<file path="src/rtl/mux_sel_arbiter.sv">
// Round-robin arbiter that owns the select of a shared 2:1 data mux.
// Ports:
//   clk, reset      - rising-edge clock, synchronous active-high reset
//   req0, req1      - mux requests from requester 0 / 1
//   i0, i1          - requester data (DATA_W bits)
//   gnt0, gnt1      - registered, mutually exclusive grants
//   sel             - registered mux select (0 = i0, 1 = i1)
//   y, y_valid      - registered selected data, valid when captured under a grant
// MAX_HOLD bounds how many cycles one requester keeps the grant while the other waits.
module mux_sel_arbiter #(
  parameter int unsigned DATA_W   = 1,
  parameter int unsigned MAX_HOLD = 4
) (
  input  logic              clk,
  input  logic              reset,
  input  logic              req0,
  input  logic              req1,
  input  logic [DATA_W-1:0] i0,
  input  logic [DATA_W-1:0] i1,
  output logic              gnt0,
  output logic              gnt1,
  output logic              sel,
  output logic [DATA_W-1:0] y,
  output logic              y_valid
);

  localparam int unsigned CNT_W = 4;
  localparam logic [CNT_W-1:0] HOLD_LAST = CNT_W'(MAX_HOLD - 1);

  typedef enum logic [1:0] {
    IDLE   = 2'd0,
    GRANT0 = 2'd1,
    GRANT1 = 2'd2
  } state_e;

  state_e             state_q, state_d;
  logic [CNT_W-1:0]   hold_cnt_q, hold_cnt_d;
  logic               last_gnt_q, last_gnt_d;
  logic               sel_q, sel_d;
  logic               gnt0_q, gnt0_d;
  logic               gnt1_q, gnt1_d;
  logic [DATA_W-1:0]  y_q, y_d;
  logic               y_valid_q, y_valid_d;

  // Next-state, hold counter, select and data capture
  always_comb begin
    state_d    = state_q;
    hold_cnt_d = hold_cnt_q;
    last_gnt_d = last_gnt_q;
    sel_d      = sel_q;
    y_d        = y_q;
    y_valid_d  = 1'b0;

    case (state_q)
      IDLE: begin
        // On a tie, the requester that was not granted last wins
        if (req0 && (!req1 || last_gnt_q)) begin
          state_d = GRANT0;
        end else if (req1) begin
          state_d = GRANT1;
        end
      end
      GRANT0: begin
        if (!req0) begin
          state_d = req1 ? GRANT1 : IDLE;
        end else if (req1) begin
          if (hold_cnt_q == HOLD_LAST) begin
            state_d = GRANT1;
          end else begin
            hold_cnt_d = hold_cnt_q + CNT_W'(1);
          end
        end
      end
      GRANT1: begin
        if (!req1) begin
          state_d = req0 ? GRANT0 : IDLE;
        end else if (req0) begin
          if (hold_cnt_q == HOLD_LAST) begin
            state_d = GRANT0;
          end else begin
            hold_cnt_d = hold_cnt_q + CNT_W'(1);
          end
        end
      end
      default: state_d = IDLE;
    endcase

    // Any state change restarts the hold count; grant entry loads select and history
    if (state_d != state_q) begin
      hold_cnt_d = '0;
      if (state_d == GRANT0) begin
        last_gnt_d = 1'b0;
        sel_d      = 1'b0;
      end else if (state_d == GRANT1) begin
        last_gnt_d = 1'b1;
        sel_d      = 1'b1;
      end
    end

    gnt0_d = (state_d == GRANT0);
    gnt1_d = (state_d == GRANT1);

    // Data is captured under the grant that is already registered
    if (gnt0_q || gnt1_q) begin
      y_d       = gnt1_q ? i1 : i0;
      y_valid_d = 1'b1;
    end
  end

  always_ff @(posedge clk) begin
    if (reset) begin
      state_q    <= IDLE;
      hold_cnt_q <= '0;
      last_gnt_q <= 1'b1;
      sel_q      <= 1'b0;
      gnt0_q     <= 1'b0;
      gnt1_q     <= 1'b0;
      y_q        <= '0;
      y_valid_q  <= 1'b0;
    end else begin
      state_q    <= state_d;
      hold_cnt_q <= hold_cnt_d;
      last_gnt_q <= last_gnt_d;
      sel_q      <= sel_d;
      gnt0_q     <= gnt0_d;
      gnt1_q     <= gnt1_d;
      y_q        <= y_d;
      y_valid_q  <= y_valid_d;
    end
  end

  assign gnt0    = gnt0_q;
  assign gnt1    = gnt1_q;
  assign sel     = sel_q;
  assign y       = y_q;
  assign y_valid = y_valid_q;

endmodule

</file>
<file path="config.mk">
export PLATFORM = sky130hd
export DESIGN_NAME = mux_sel_arbiter
export DESIGN_NICKNAME = d
export VERILOG_FILES = /design/src/rtl/mux_sel_arbiter.sv
export SDC_FILE = /design/constraint.sdc
export NUM_CORES = 1
export LEC_CHECK = 0
export BUFFER_PORTS_ARGS = -buffer_cell sky130_fd_sc_hd__buf_4
export CAP_MARGIN = 20
export CORE_MARGIN = 2
export CORE_UTILIZATION = 45
export CTS_BUF_LIST = sky130_fd_sc_hd__clkbuf_8
export CTS_CLUSTER_SIZE = 20
export DETAILED_ROUTE_END_ITERATION = 12
export GPL_TIMING_DRIVEN = 0
export HOLD_SLACK_MARGIN = 0.02
export PLACE_DENSITY = 0.77
export SETUP_SLACK_MARGIN = 0.3
export SLEW_MARGIN = 25
export SYNTH_ARGS = -nofsm -noshare
export SYNTH_HDL_FRONTEND = slang
export SYNTH_SLANG_ARGS = --single-unit
</file>
<file path="constraint.sdc">
create_clock -name clk -period 2.7 [get_ports clk]
set_input_delay 0.54 -clock clk [delete_from_list [all_inputs] [get_ports clk]]
set_output_delay 0.54 -clock clk [all_outputs]
set_load 0.005 [all_outputs]
</file>
* Word level (Yosys, flattened, before mapping)
Index checks and enable logic that the tools add are counted.
W data, S select, Z words.
** Storage, ports and cells
- Bits in registers :: 12
- Input bits :: 6
- Output and inout port bits :: 5
- Logic and storage cells :: 50
** Cells by class
- Add/subtract/negate cells :: 1
- Equality and inequality tests :: 10
- Mux-type cells :: 21
- Reductions and logical operators :: 10
** Operator list (number)
- $mux W4 :: 5
- $mux W2 :: 9
- $ne A2 B2 Y1 const B :: 4
- $pmux W4 S2 :: 1
- $pmux W2 S3 :: 1
- $mux W1 :: 5
- $reduce_and A5 Y1 :: 1
- $add A4 B1 Y4 const B :: 1
- $eq A2 B1 Y1 const B :: 2
- $eq A2 B2 Y1 const B :: 2
- $eq A4 B2 Y1 const B :: 1
- $reduce_bool A2 Y1 :: 2
- $logic_not A2 Y1 :: 1
- $logic_or A1 B1 Y1 :: 2
- $ne A2 B2 Y1 :: 1
- $reduce_and A2 Y1 :: 1
- $reduce_or A2 Y1 :: 1
- $logic_and A1 B1 Y1 :: 1
- $logic_not A1 Y1 :: 1

* Depth between registers and ports, before layout
Gate-level depths: netlist (run 1).
- Depth in word-level cells :: 8
- Depth in mapped cells :: 9
- Mapped depth without buffers :: 9

* Least setup slack after synthesis (run 1)
OpenSTA, ideal clock, no wires.
- Kind :: input to register
- Start :: input req0
- End :: register sel_q, in the netlist sel
- Library setup time :: 123 ps
- Arrival :: 2093 ps
- Required time :: 2577 ps
- Setup slack :: 484 ps
- Stages on the path :: 8
- Buffers on the path :: 1
- Cell sequence :: buf_4 -> nand4bb_1 -> a31o_1 -> a41oi_2 -> inv_1 -> ha_1 -> a21oi_2 -> mux2_1
** On the way
- Cells in the longest elaborated chain, start to end :: 6
- Elaborated cells on any way between the ends :: 13
- Classes of those cells :: eq/ne (3); mux (7); reduce/logical (3)
** RTL lines
- from (decl) :: line 16 : input logic req0,
- $mux W1, or another cell as far along :: line 76 : state_d = req0 ? GRANT0 : IDLE;
- $mux W2 (on tied branches) :: line 75, 57
- $pmux W2 S3 (*) :: line 54 : case (state_q)
- named net state_d[0] :: line 36 : state_e state_q, state_d;
- $eq A2 B1 Y1 or $eq A2 B2 Y1 (tied branches) :: line 91, 94
- $reduce_bool A2 Y1 (no source line)
- $reduce_and A2 Y1 (no source line)
- to (signal assigned) :: line 124 : sel_q <= sel_d;
- to (decl) :: line 39 : logic sel_q, sel_d;
Mark *: on every way through the listed nets, which the timed path passes. The rest lies on a longest branch.
A chain may end at the register's enable or synchronous reset.

* Final worst setup path (run 1)
- Start :: register hold_cnt_q[0]
- End :: register sel_q, in the netlist sel
** On the way
- Cells in the longest elaborated chain, start to end :: 8
- Elaborated cells on any way between the ends :: 14
- Classes of those cells :: eq/ne (4); mux (8); reduce/logical (2)
** RTL lines
- from (decl) :: line 37 : logic [CNT_W-1:0] hold_cnt_q, hold_cnt_d;
- from (signal assigned) :: line 122 : hold_cnt_q <= hold_cnt_d;
- $eq A4 B2 Y1 (*) :: line 67, 78
- $mux W2 (on tied branches) :: line 78, 67
- $mux W2 (on tied branches) :: line 77, 66
- $mux W2 (on tied branches) :: line 75, 64
- $pmux W2 S3 (*) :: line 54
- named net state_d[0] :: line 36
- $eq A2 B1 Y1 or $eq A2 B2 Y1 (tied branches) :: line 91, 94
- $reduce_bool A2 Y1 (no source line)
- $reduce_and A2 Y1 (no source line)
Marks and branches as above.

==> impl_metrics.csv, run 1 <==
group,metric,value,unit
outcome,status,"finished clean",
cts,clk_latency,0.24,ns
finish,layout_common_cells,"nor2_1 (12), dfxtp_1 (12), buf_4 (10)",
pwr,p_leak,0.3442,nW
cts,cts_tree,"yes",
synthesis,synth_top_cell_area_share,34.66,%
worst_hold_path,hold_path.class,"reg2reg",
drt,drt-initial-drc-count,10,
sta,min_period,2.168,ns
cts,path_clk_slew,0.05,ns
sta,setup_tns,0,ns
cts,cts_buffers,3,
critical_path,cp-start-kind,"flip-flop",
sta,tightest_slew,0.3804,ns
finish,stdcell_count,106,
synthesis,syn_inst,77,
sta,holdWs,0.4953,ns
global_routing,grt_max_degree,11,
synthesis,syn_area_per_cell,9.002,sq um
global_routing,track_usage,16.19,%
sta,fmax,461.2,MHz
flow_run,maxCapViolCount,0,
global_routing,overflow,0,
placement,placed_cell_area,773.2,sq um
sta,grt_setup_unrepaired,"no",
drt,routedWlPerCell,11.93,um
critical_path,critPathCaptureType,"flip-flop",
placement,dp.cells,101,
global_routing,antenna_found_initial,0,
finish,syn2layout_area_growth,20.94,%
floorplanning,dieHeight,43.25,um
floorplanning,num_rows,14,
critical_path,arrival,2.30,ns
floorplanning,ios,11,
sta,setup_viol,0,
drt,drt-total-wl,1.265,mm
global_routing,top_usage_layer,"met2",
floorplanning,core,1471,sq um
synthesis,synthDistinctLibCells,24,
global_routing,grt_use_met3,6.383,%
cts,cts_max_path_buffers,2,
cts,htreeDepth,1,
synthesis,ys_ff_latch,12,
global_routing,grt_pass1_wl,2.187,mm
finish,nets,104,
floorplanning,die_w,43.25,um
critical_path,r2r-start,"hold_cnt_q[0]",
global_routing,grt_pass1_vias,500,
sta,fin_worst_skew,0.003475,ns
placement,pre_cts_ws,0.3423,ns
critical_path,rrSetupSlack,0.53,ns
floorplanning,start_util,47.11,%
finish,drive_gt1_share,20.00,%
finish,num-fill-cells,141,
cts,cts_root_buf,"clkbuf_8",
drt,first_pass_iters,4,
worst_hold_path,min_to,"y_valid",
finish,antenna_cells,0,
cts,clock-sinks,12,
synthesis,netlist_area,693.2,sq um
pwr,vdd_drop_max,507.0,uV
drt,vias_per_cell,5.330,
drt,ant_nets,0,
sta,slew_headroom,74.64,%
sta,maxSlewViolCount,0,
pwr,p_per_area,943.9,nW/um^2
critical_path,rr_endpoint,"sel",
drt,vias,565,
sta,setup_slack,0.5317,ns
synthesis,synth_area_leaders,"dfxtp_1 (35%), ha_1 (13%), nor2_1 (6.5%)",
placement,port_buffers,8,
placement,dpl.hpwl,879.5,um
worst_hold_path,min_from,"gnt0",
sta,fin_crit_sh,80.31,%
critical_path,critical_path_class,"reg2reg",
floorplanning,die_area,1870,sq um
global_routing,use_met2,25.07,%
synthesis,ys_warn_count,0,
synthesis,seq_area_frac_synth,34.66,%
placement,gp_congestion,0.7836,
synthesis,synth_top_area_cell,"dfxtp_1",
worst_hold_path,min_path_cells,2,
synthesis,syn_nets,90,
global_routing,grtUsageMet1,19.53,%
finish,postLayoutCellArea,838.3,sq um
sta,hold_viol_final,0,
drt,drc,0,
critical_path,reg2reg_depth,8,
critical_path,cp.required,2.83,ns
critical_path,path_max_fanout,5,
-- worst max path at each step --
stage,slack [ns],start,depth (start not counted),end
5_1_grt,0.34,state_q[0],9,sel
2_1_floorplan,0.48,req0,8,sel
3_3_place_gp,0.36,req0,8,sel
6_report,0.53,hold_cnt_q[0],8,sel
3_5_place_dp,0.34,req0,8,sel
4_1_cts,0.39,hold_cnt_q[0],8,sel
-- final cells by class --
cell class	count	area, sq um	share of cell area, %
Multi-Input combinational cell	58	425.4	50.75
Sequential cell	12	240.2	28.66
Timing Repair Buffer	9	67.56	8.060
Clock buffer	4	55.05	6.567
Tap cell	16	20.02	2.388
Inverter	5	18.77	2.239
Buffer	2	11.26	1.343
-- flip-flops by register name, indices dropped and copies added, names as in the netlist --
signal and cells:
state_q 2, y 1, gnt0 1, hold_cnt_q 4, gnt1 1, sel 1, last_gnt_q 1, y_valid 1
-- synthesized netlist by cell type (all sizes together) --
library cell   n
nor2b          3
clkbuf         1
a41oi          2
dfxtp         12
nand3          2
nand2          6
xor2           2
nor2          12
mux2i          3
buf            1
nand4          3
a31o           2
ha             7
o21ai          3
nand4bb        2
inv            5
and2           1
nand4b         1
a21oi          3
nand3b         2
xnor2          2
mux2           1
o211ai         1
-- per-layer routing --
metal / vias up / part of all wire (%) / wire (um)
li1: 296 / - / -
met5: - / 0 / 0
met4: 0 / 1.2 / 15
met3: 2 / 2.8 / 36
met1: 261 / 47 / 596
met2: 6 / 49 / 617
-- cells by family after synthesis --
kind of cell	share of synthesized area, %
xor+xnor	5.055
fa+ha+maj	12.63
compound gates	13.18
buf+inv	4.332
mux	5.957
simple gates	24.19
flops	34.66
-- worst max-delay path: stages, from the launching register on --
cell       delay (ns)
dfxtp_1          0.37
ha_2             0.24
nand4bb_1        0.15
a31o_1           0.26
a41oi_2          0.16
inv_1            0.08
ha_1             0.30
a21oi_2          0.15
mux2_1           0.33
-- through the flow --
stage	total power [mW]	util, %
final	0.7913	56.97
after CTS	0.7859	56.29
after global placement	0.5711	52.55
after global routing	0.8617	56.97
after floorplan	0.4993	-
after detailed placement	0.5794	52.55
-- power breakdown --
part | switching (mW) | leakage, nW | internal (mW)
Clock | 0.0683 | 0.0288 | 0.129
Combinational | 0.168 | 0.217 | 0.165
Sequential | 0.0407 | 0.0981 | 0.220
Total | 0.277 | 0.344 | 0.514
-- repair_timing --
item                                    4_1_cts  5_1_grt
endpoints found under the setup margin        0        1
setup buffers                                 0        1
hold buffers                                  0        0
gates resized for setup                       0        1
Note: power is estimated with default switching activity, not from simulation.
==> inputs of run 2 (changes only) <==
- PLACE_DENSITY: 0.77 -> 0.79
- clock period: 2.7 -> 1.74 ns (I/O delays scaled with it)
==> run 2 against run 1 <==
Effect of this change:
- the run now ends with setup timing left
- wire length up 61%
- maximum frequency rose by 7.5%
- cell count is 15% higher
- die area stayed put
- sequential cell count did not move
- register-to-register slack lost 0.81 ns
- cell area rose by 33%
- sequential share of layout area shrank 5.9 points
- critical path depth up 1
- largest cell class unchanged
==> impl_metrics.csv, run 2 (same netlist as run 1, synthesis figures left out) <==
group,metric,value,unit
outcome,status,"finished, violations left",
outcome,violations,"setup timing",
critical_path,cp-start-kind,"flip-flop",
drt,routedWlPerCell,16.68,um
sta,maxSlewViolCount,0,
critical_path,crit_path_cell_trace,"inv_4, ha_4, o21ai_2, a31o_1, a41oi_2, inv_2, ha_4, a21oi_4, mux2_4",
sta,fin_crit_sh,115.9,%
critical_path,path_max_fanout,6,
cts,cts_buffers,3,
placement,dpl.hpwl,1.057,mm
floorplanning,num_rows,14,
critical_path,crit_family,"compound AO/OA/AOI/OAI gates",
cts,htreeDepth,1,
critical_path,critPathCaptureType,"flip-flop",
floorplanning,core,1471,sq um
sta,fin_worst_skew,0.007923,ns
floorplanning,die_area,1870,sq um
cts,hold_buffers,0,
drt,vias,697,
sta,tightest_slew,0.5771,ns
floorplanning,die_w,43.25,um
sta,setup_viol,8,
global_routing,track_usage,22.13,%
critical_path,path_buf_inv,2,
finish,ff_latch_area,252.7,sq um
finish,largest_reg_flops,4,
critical_path,crit_top_cell,"ha_4",
drt,drt-initial-drc-count,21,
cts,path_clk_slew,0.05,ns
sta,grt_setup_unrepaired,"yes",
drt,vias_per_cell,5.713,
finish,postLayoutCellArea,1112,sq um
drt,ant_nets,0,
critical_path,cpPeakStageDelay,0.38,ns
sta,slew_headroom,61.53,%
drt,drc,0,
finish,syn2layout_area_growth,60.47,%
floorplanning,start_util,47.11,%
cts,cts_root_buf,"clkbuf_8",
global_routing,grt_pass1_vias,654,
worst_hold_path,hold_path.class,"in2reg",
cts,cts_max_path_buffers,2,
global_routing,grt_pass1_wl,2.884,mm
flow_run,maxCapViolCount,0,
sta,hold_viol_final,0,
sta,setup_tns,-1.142,ns
finish,top_register,"hold_cnt_q",
floorplanning,dieHeight,43.25,um
placement,pre_cts_ws,-0.2891,ns
pwr,vdd_drop_max,1033,uV
critical_path,rrSetupSlack,-0.28,ns
placement,port_buffers,8,
global_routing,grt_max_degree,11,
pwr,p_per_area,1587,nW/um^2
critical_path,arrival,2.15,ns
drt,first_pass_iters,4,
finish,num-fill-cells,109,
sta,setup_slack,-0.2767,ns
global_routing,top_usage_layer,"met2",
finish,antenna_cells,0,
placement,placed_cell_area,830.8,sq um
global_routing,use_met2,40.60,%
global_routing,antenna_found_initial,0,
critical_path,slowest_stage,"dfxtp_4",
finish,layout_commonest_cell,"buf_4",
finish,layout_common_cells,"buf_4 (24), nor2_1 (10), dfxtp_1 (8)",
sta,min_period,2.017,ns
critical_path,cp.required,1.87,ns
floorplanning,ios,11,
cts,clk_latency,0.25,ns
finish,multi_input_area,561.8,sq um
global_routing,overflow,0,
finish,reg.largest.list,"hold_cnt_q: 4 flops, state_q: 2 flops",
drt,drt-total-wl,2.035,mm
global_routing,grt_use_met3,8.085,%
finish,nets,120,
finish,drive_gt1_share,50.94,%
cts,clock-sinks,12,
sta,fmax,495.9,MHz
pwr,p_leak,0.4448,nW
critical_path,critical_path_class,"reg2reg",
cts,cts_tree,"yes",
placement,gp_congestion,0.7726,
global_routing,grtUsageMet1,20.89,%
## run 2: cell count changes in the layout (fill, tap and decap cells not counted), sizes merged
cell | before | now
buf | 10 | 26
clkbuf | 5 | 4
inv | 5 | 6
## run 2: report_power, final
part,internal (mW),switching (mW),leakage (nW)
registers,0.353,0.0890,0.101
clock network,0.156,0.105,0.0269
logic,0.586,0.477,0.317
total,1.09,0.671,0.445
## run 2: path summary, 6_finish.rpt
path            startpoint       endpoint  depth (start not counted)
min reg2reg  hold_cnt_q[2]  hold_cnt_q[2]                          2
max reg2reg     state_q[0]            sel                          9
max             state_q[0]            sel                          9
min                     i1              y                          3
## run 2: what timing repair did
action	in CTS	in global routing
pin swaps	5	11
endpoints found under the hold margin	0	0
setup endpoints to repair	8	10
buffers inserted	12	5
gates resized for setup	11	10
gates cloned	0	0
## run 2: cell type report
| class | instances | share of cell area (%) |
|---|---|---|
| Buffer | 2 | 1.012 |
| Clock buffer | 3 | 3.712 |
| Clock inverter | 1 | 0.3375 |
| Inverter | 5 | 2.362 |
| Multi-Input combinational cell | 58 | 50.51 |
| Sequential cell | 12 | 22.72 |
| Tap cell | 16 | 1.800 |
| Timing Repair Buffer | 25 | 17.55 |
## run 2: per-stage QoR
step | total power [mW] | cells | utilization [%] | hold WS (ns)
floorplan | 0.8262 | 77 | - | 0.4736
CTS | 1.523 | 117 | 69.30 | 0.3270
finish | 1.765 | 122 | 75.60 | 0.3307
global placement | 0.9438 | 101 | 56.46 | 0.4872
detailed placement | 0.9667 | 101 | 56.46 | 0.5135
global route | 1.851 | 122 | 75.60 | 0.3483
## run 2: metal layers
layer | vias to the layer above | share of wire [%]
met1 | 336 | 38
met3 | 8 | 4.9
li1 | 326 | -
met2 | 27 | 53
met4 | 0 | 3.6
met5 | - | 0
## run 2: tightest hold or removal path: cells and delay by family
family / cells / cell delay [ns]
compound gates: 1 / 0.05
simple gates: 1 / 0.07
buf+inv: 1 / 0.08
==> inputs of run 3 (changes only) <==
- ABC_AREA: unset -> 1
==> run 3 against run 2 <==
Effect of this change:
- the flow now finishes without violations
- worst hold slack got worse by 0.014 ns
- non-clock buffer count fell by 12
- cell count grew 19%
- clock skew decreased by 0.0064 ns
- largest power group unchanged
==> impl_metrics.csv, run 3 <==
group,metric,value,unit
outcome,status,"finished clean",
sta,setup_viol,0,
placement,dpl.hpwl,1.203,mm
worst_hold_path,min_path_cells,2,
drt,vias,718,
sta,maxSlewViolCount,0,
global_routing,grt_max_degree,8,
critical_path,arrival,1.79,ns
flow_run,maxCapViolCount,0,
finish,layout_commonest_cell,"nand2_1",
placement,placed_cell_area,960.9,sq um
finish,layout_common_cells,"nand2_1 (24), buf_4 (14), nor2_1 (13)",
global_routing,grt_pass1_wl,2.553,mm
cts,cts_tree,"yes",
cts,clock-sinks,12,
critical_path,path_max_fanout,5,
synthesis,ys_warn_count,0,
finish,nets,142,
synthesis,synthMuxAreaShare,0,%
drt,vias_per_cell,4.952,
floorplanning,start_util,46.59,%
cts,clk_latency,0.24,ns
critical_path,cp.required,1.91,ns
synthesis,synthDistinctLibCells,22,
finish,stdcell_count,145,
synthesis,netlist_area,787.0,sq um
drt,drc,0,
finish,syn2layout_area_growth,38.00,%
sta,grt_setup_unrepaired,"yes",
synthesis,synthArstFlopShare,0,%
critical_path,critPathCaptureType,"flip-flop",
global_routing,grt_pass1_vias,699,
synthesis,synthXorXnorAreaFrac,0,%
finish,num-fill-cells,151,
synthesis,yosys.area_share.simple,41.02,%
synthesis,synth-main-ff-cell,"dfxtp_1",
cts,cts_buffers,3,
synthesis,synth_top_area_cell,"dfxtp_1",
global_routing,track_usage,16.56,%
sta,fmax,619.4,MHz
drt,routedWlPerCell,10.77,um
drt,ant_nets,0,
critical_path,r2r-start,"state_q[0]",
sta,tightest_slew,0.2206,ns
drt,drt-total-wl,1.561,mm
drt,first_pass_iters,5,
cts,path_clk_slew,0.05,ns
synthesis,synth_top_family_by_area,"simple AND/OR/NAND/NOR gates",
floorplanning,die_w,45.82,um
synthesis,ys_ff_latch,12,
pwr,vdd_drop_max,840.7,uV
drt,drt-initial-drc-count,9,
synthesis,synth_edf_count,0,
cts,cts_max_path_buffers,2,
synthesis,synthTopCellsByCount,"nand2_1 (25), inv_1 (16), nor2_1 (14)",
cts,cts_root_buf,"clkbuf_8",
finish,reg.largest.list,"hold_cnt_q: 4 flops, state_q: 2 flops",
floorplanning,ios,11,
synthesis,synth_fa_ha_area_share,11.13,%
pwr,p_leak,0.4965,nW
finish,drive_gt1_share,46.88,%
worst_hold_path,min_to,"sel",
sta,min_period,1.614,ns
sta,setup_tns,0,ns
floorplanning,core,1689,sq um
pwr,p_per_area,1138,nW/um^2
sta,fin_crit_sh,92.78,%
sta,slew_headroom,85.27,%
synthesis,yosysMostFrequentCell,"nand2_1",
worst_hold_path,hold_path.class,"in2reg",
synthesis,syn_area_per_cell,7.220,sq um
floorplanning,num_rows,15,
placement,dp.cells,136,
sta,fin_worst_skew,0.001474,ns
cts,htreeDepth,1,
finish,top_register,"hold_cnt_q",
critical_path,rr_endpoint,"hold_cnt_q[3]",
placement,port_buffers,10,
critical_path,reg2reg_depth,9,
synthesis,syn_nets,122,
synthesis,synth_top_cell_area_share,30.52,%
global_routing,overflow,0,
synthesis,seq_area_frac_synth,30.52,%
floorplanning,die_area,2099,sq um
cts,hold_buffers,0,
critical_path,critical_path_class,"reg2reg",
critical_path,cp-start-kind,"flip-flop",
sta,hold_viol_final,0,
synthesis,synth_area_leaders,"dfxtp_1 (31%), nand2_1 (12%), ha_1 (11%)",
worst_hold_path,min_from,"reset",
finish,antenna_cells,0,
synthesis,syn_inst,109,
finish,largest_reg_flops,4,
finish,postLayoutCellArea,1086,sq um
global_routing,antenna_found_initial,0,
placement,gp_congestion,0.7692,
pwr,total_power,1.236,mW
critical_path,rrSetupSlack,0.13,ns
floorplanning,dieHeight,45.82,um
synthesis,synth_compound_area_share,8.744,%
## run 3: changes by cell type in the layout (fill, tap and decap cells not counted), sizes merged, moves of 7 or more
cell	delta
inv	+13
nand3	+7
nand2	+28
buf	-11
## run 3: worst max-delay path by stage
stage	start	to	slack [ns]	cells after the start
after floorplan	state_q[0]	sel	0.23	15
after global placement	state_q[1]	sel	0.13	11
after detailed placement	state_q[1]	sel	0.09	12
after CTS	state_q[0]	sel	0.13	14
after global routing	state_q[0]	sel	0.04	15
final	state_q[0]	hold_cnt_q[3]	0.13	9
## run 3: area by class of cell
cell class / count / area, sq um / share of cell area, %
multi-input combinational: 79 / 573.1 / 52.77
sequential: 12 / 255.2 / 23.50
clock buffer: 3 / 41.29 / 3.802
inverter: 18 / 75.07 / 6.912
tap: 17 / 21.27 / 1.959
timing repair buffer: 15 / 116.4 / 10.71
clock inverter: 1 / 3.754 / 0.3456
## run 3: power by group
part           total (mW)  internal (mW)  switching, mW
Sequential          0.380          0.330         0.0503
Clock               0.251          0.155         0.0960
Combinational       0.605          0.277          0.328
Total                1.24          0.762          0.474
## run 3: stage by stage
stage | worst slack [ns] | utilization (%) | hold WS [ns]
2_1_floorplan | 0.2276 | - | 0.4104
3_3_place_gp | 0.1266 | 56.89 | 0.4427
3_5_place_dp | 0.08796 | 56.89 | 0.4596
4_1_cts | 0.1341 | 62.37 | 0.3177
5_1_grt | 0.03542 | 64.30 | 0.3220
6_report | 0.1256 | 64.30 | 0.3171
## run 3: timing repair
item	in CTS	in global routing
resized for setup	9	5
setup buffers	3	2
setup endpoints to repair	7	8
pin swaps	4	1
## run 3: cell families after synthesis
logic type / count (synthesis)
and+or+nand+nor: 64
adders and majority gates: 7
AOI/OAI and AO/OA: 8
buffers and inverters: 18
DFF: 12
## run 3: routing by layer
metal	part of all wire (%)	track usage (%)	vias up	routed length, um
li1	-	-	378	-
met1	43	18.05	330	666
met2	54	30.42	10	848
met3	2.9	4.762	0	46
met4	0	5.143	0	0
met5	0	0	-	0
## run 3: worst max-delay path, stage by stage (launching register included)
cell and delay (ns):
dfxtp_4 0.40, inv_6 0.06, ha_4 0.16, buf_4 0.13, o22ai_4 0.15, nand2_2 0.08, a21oi_4 0.14, nand4_2 0.09
or2_1 0.24, a21oi_2 0.11
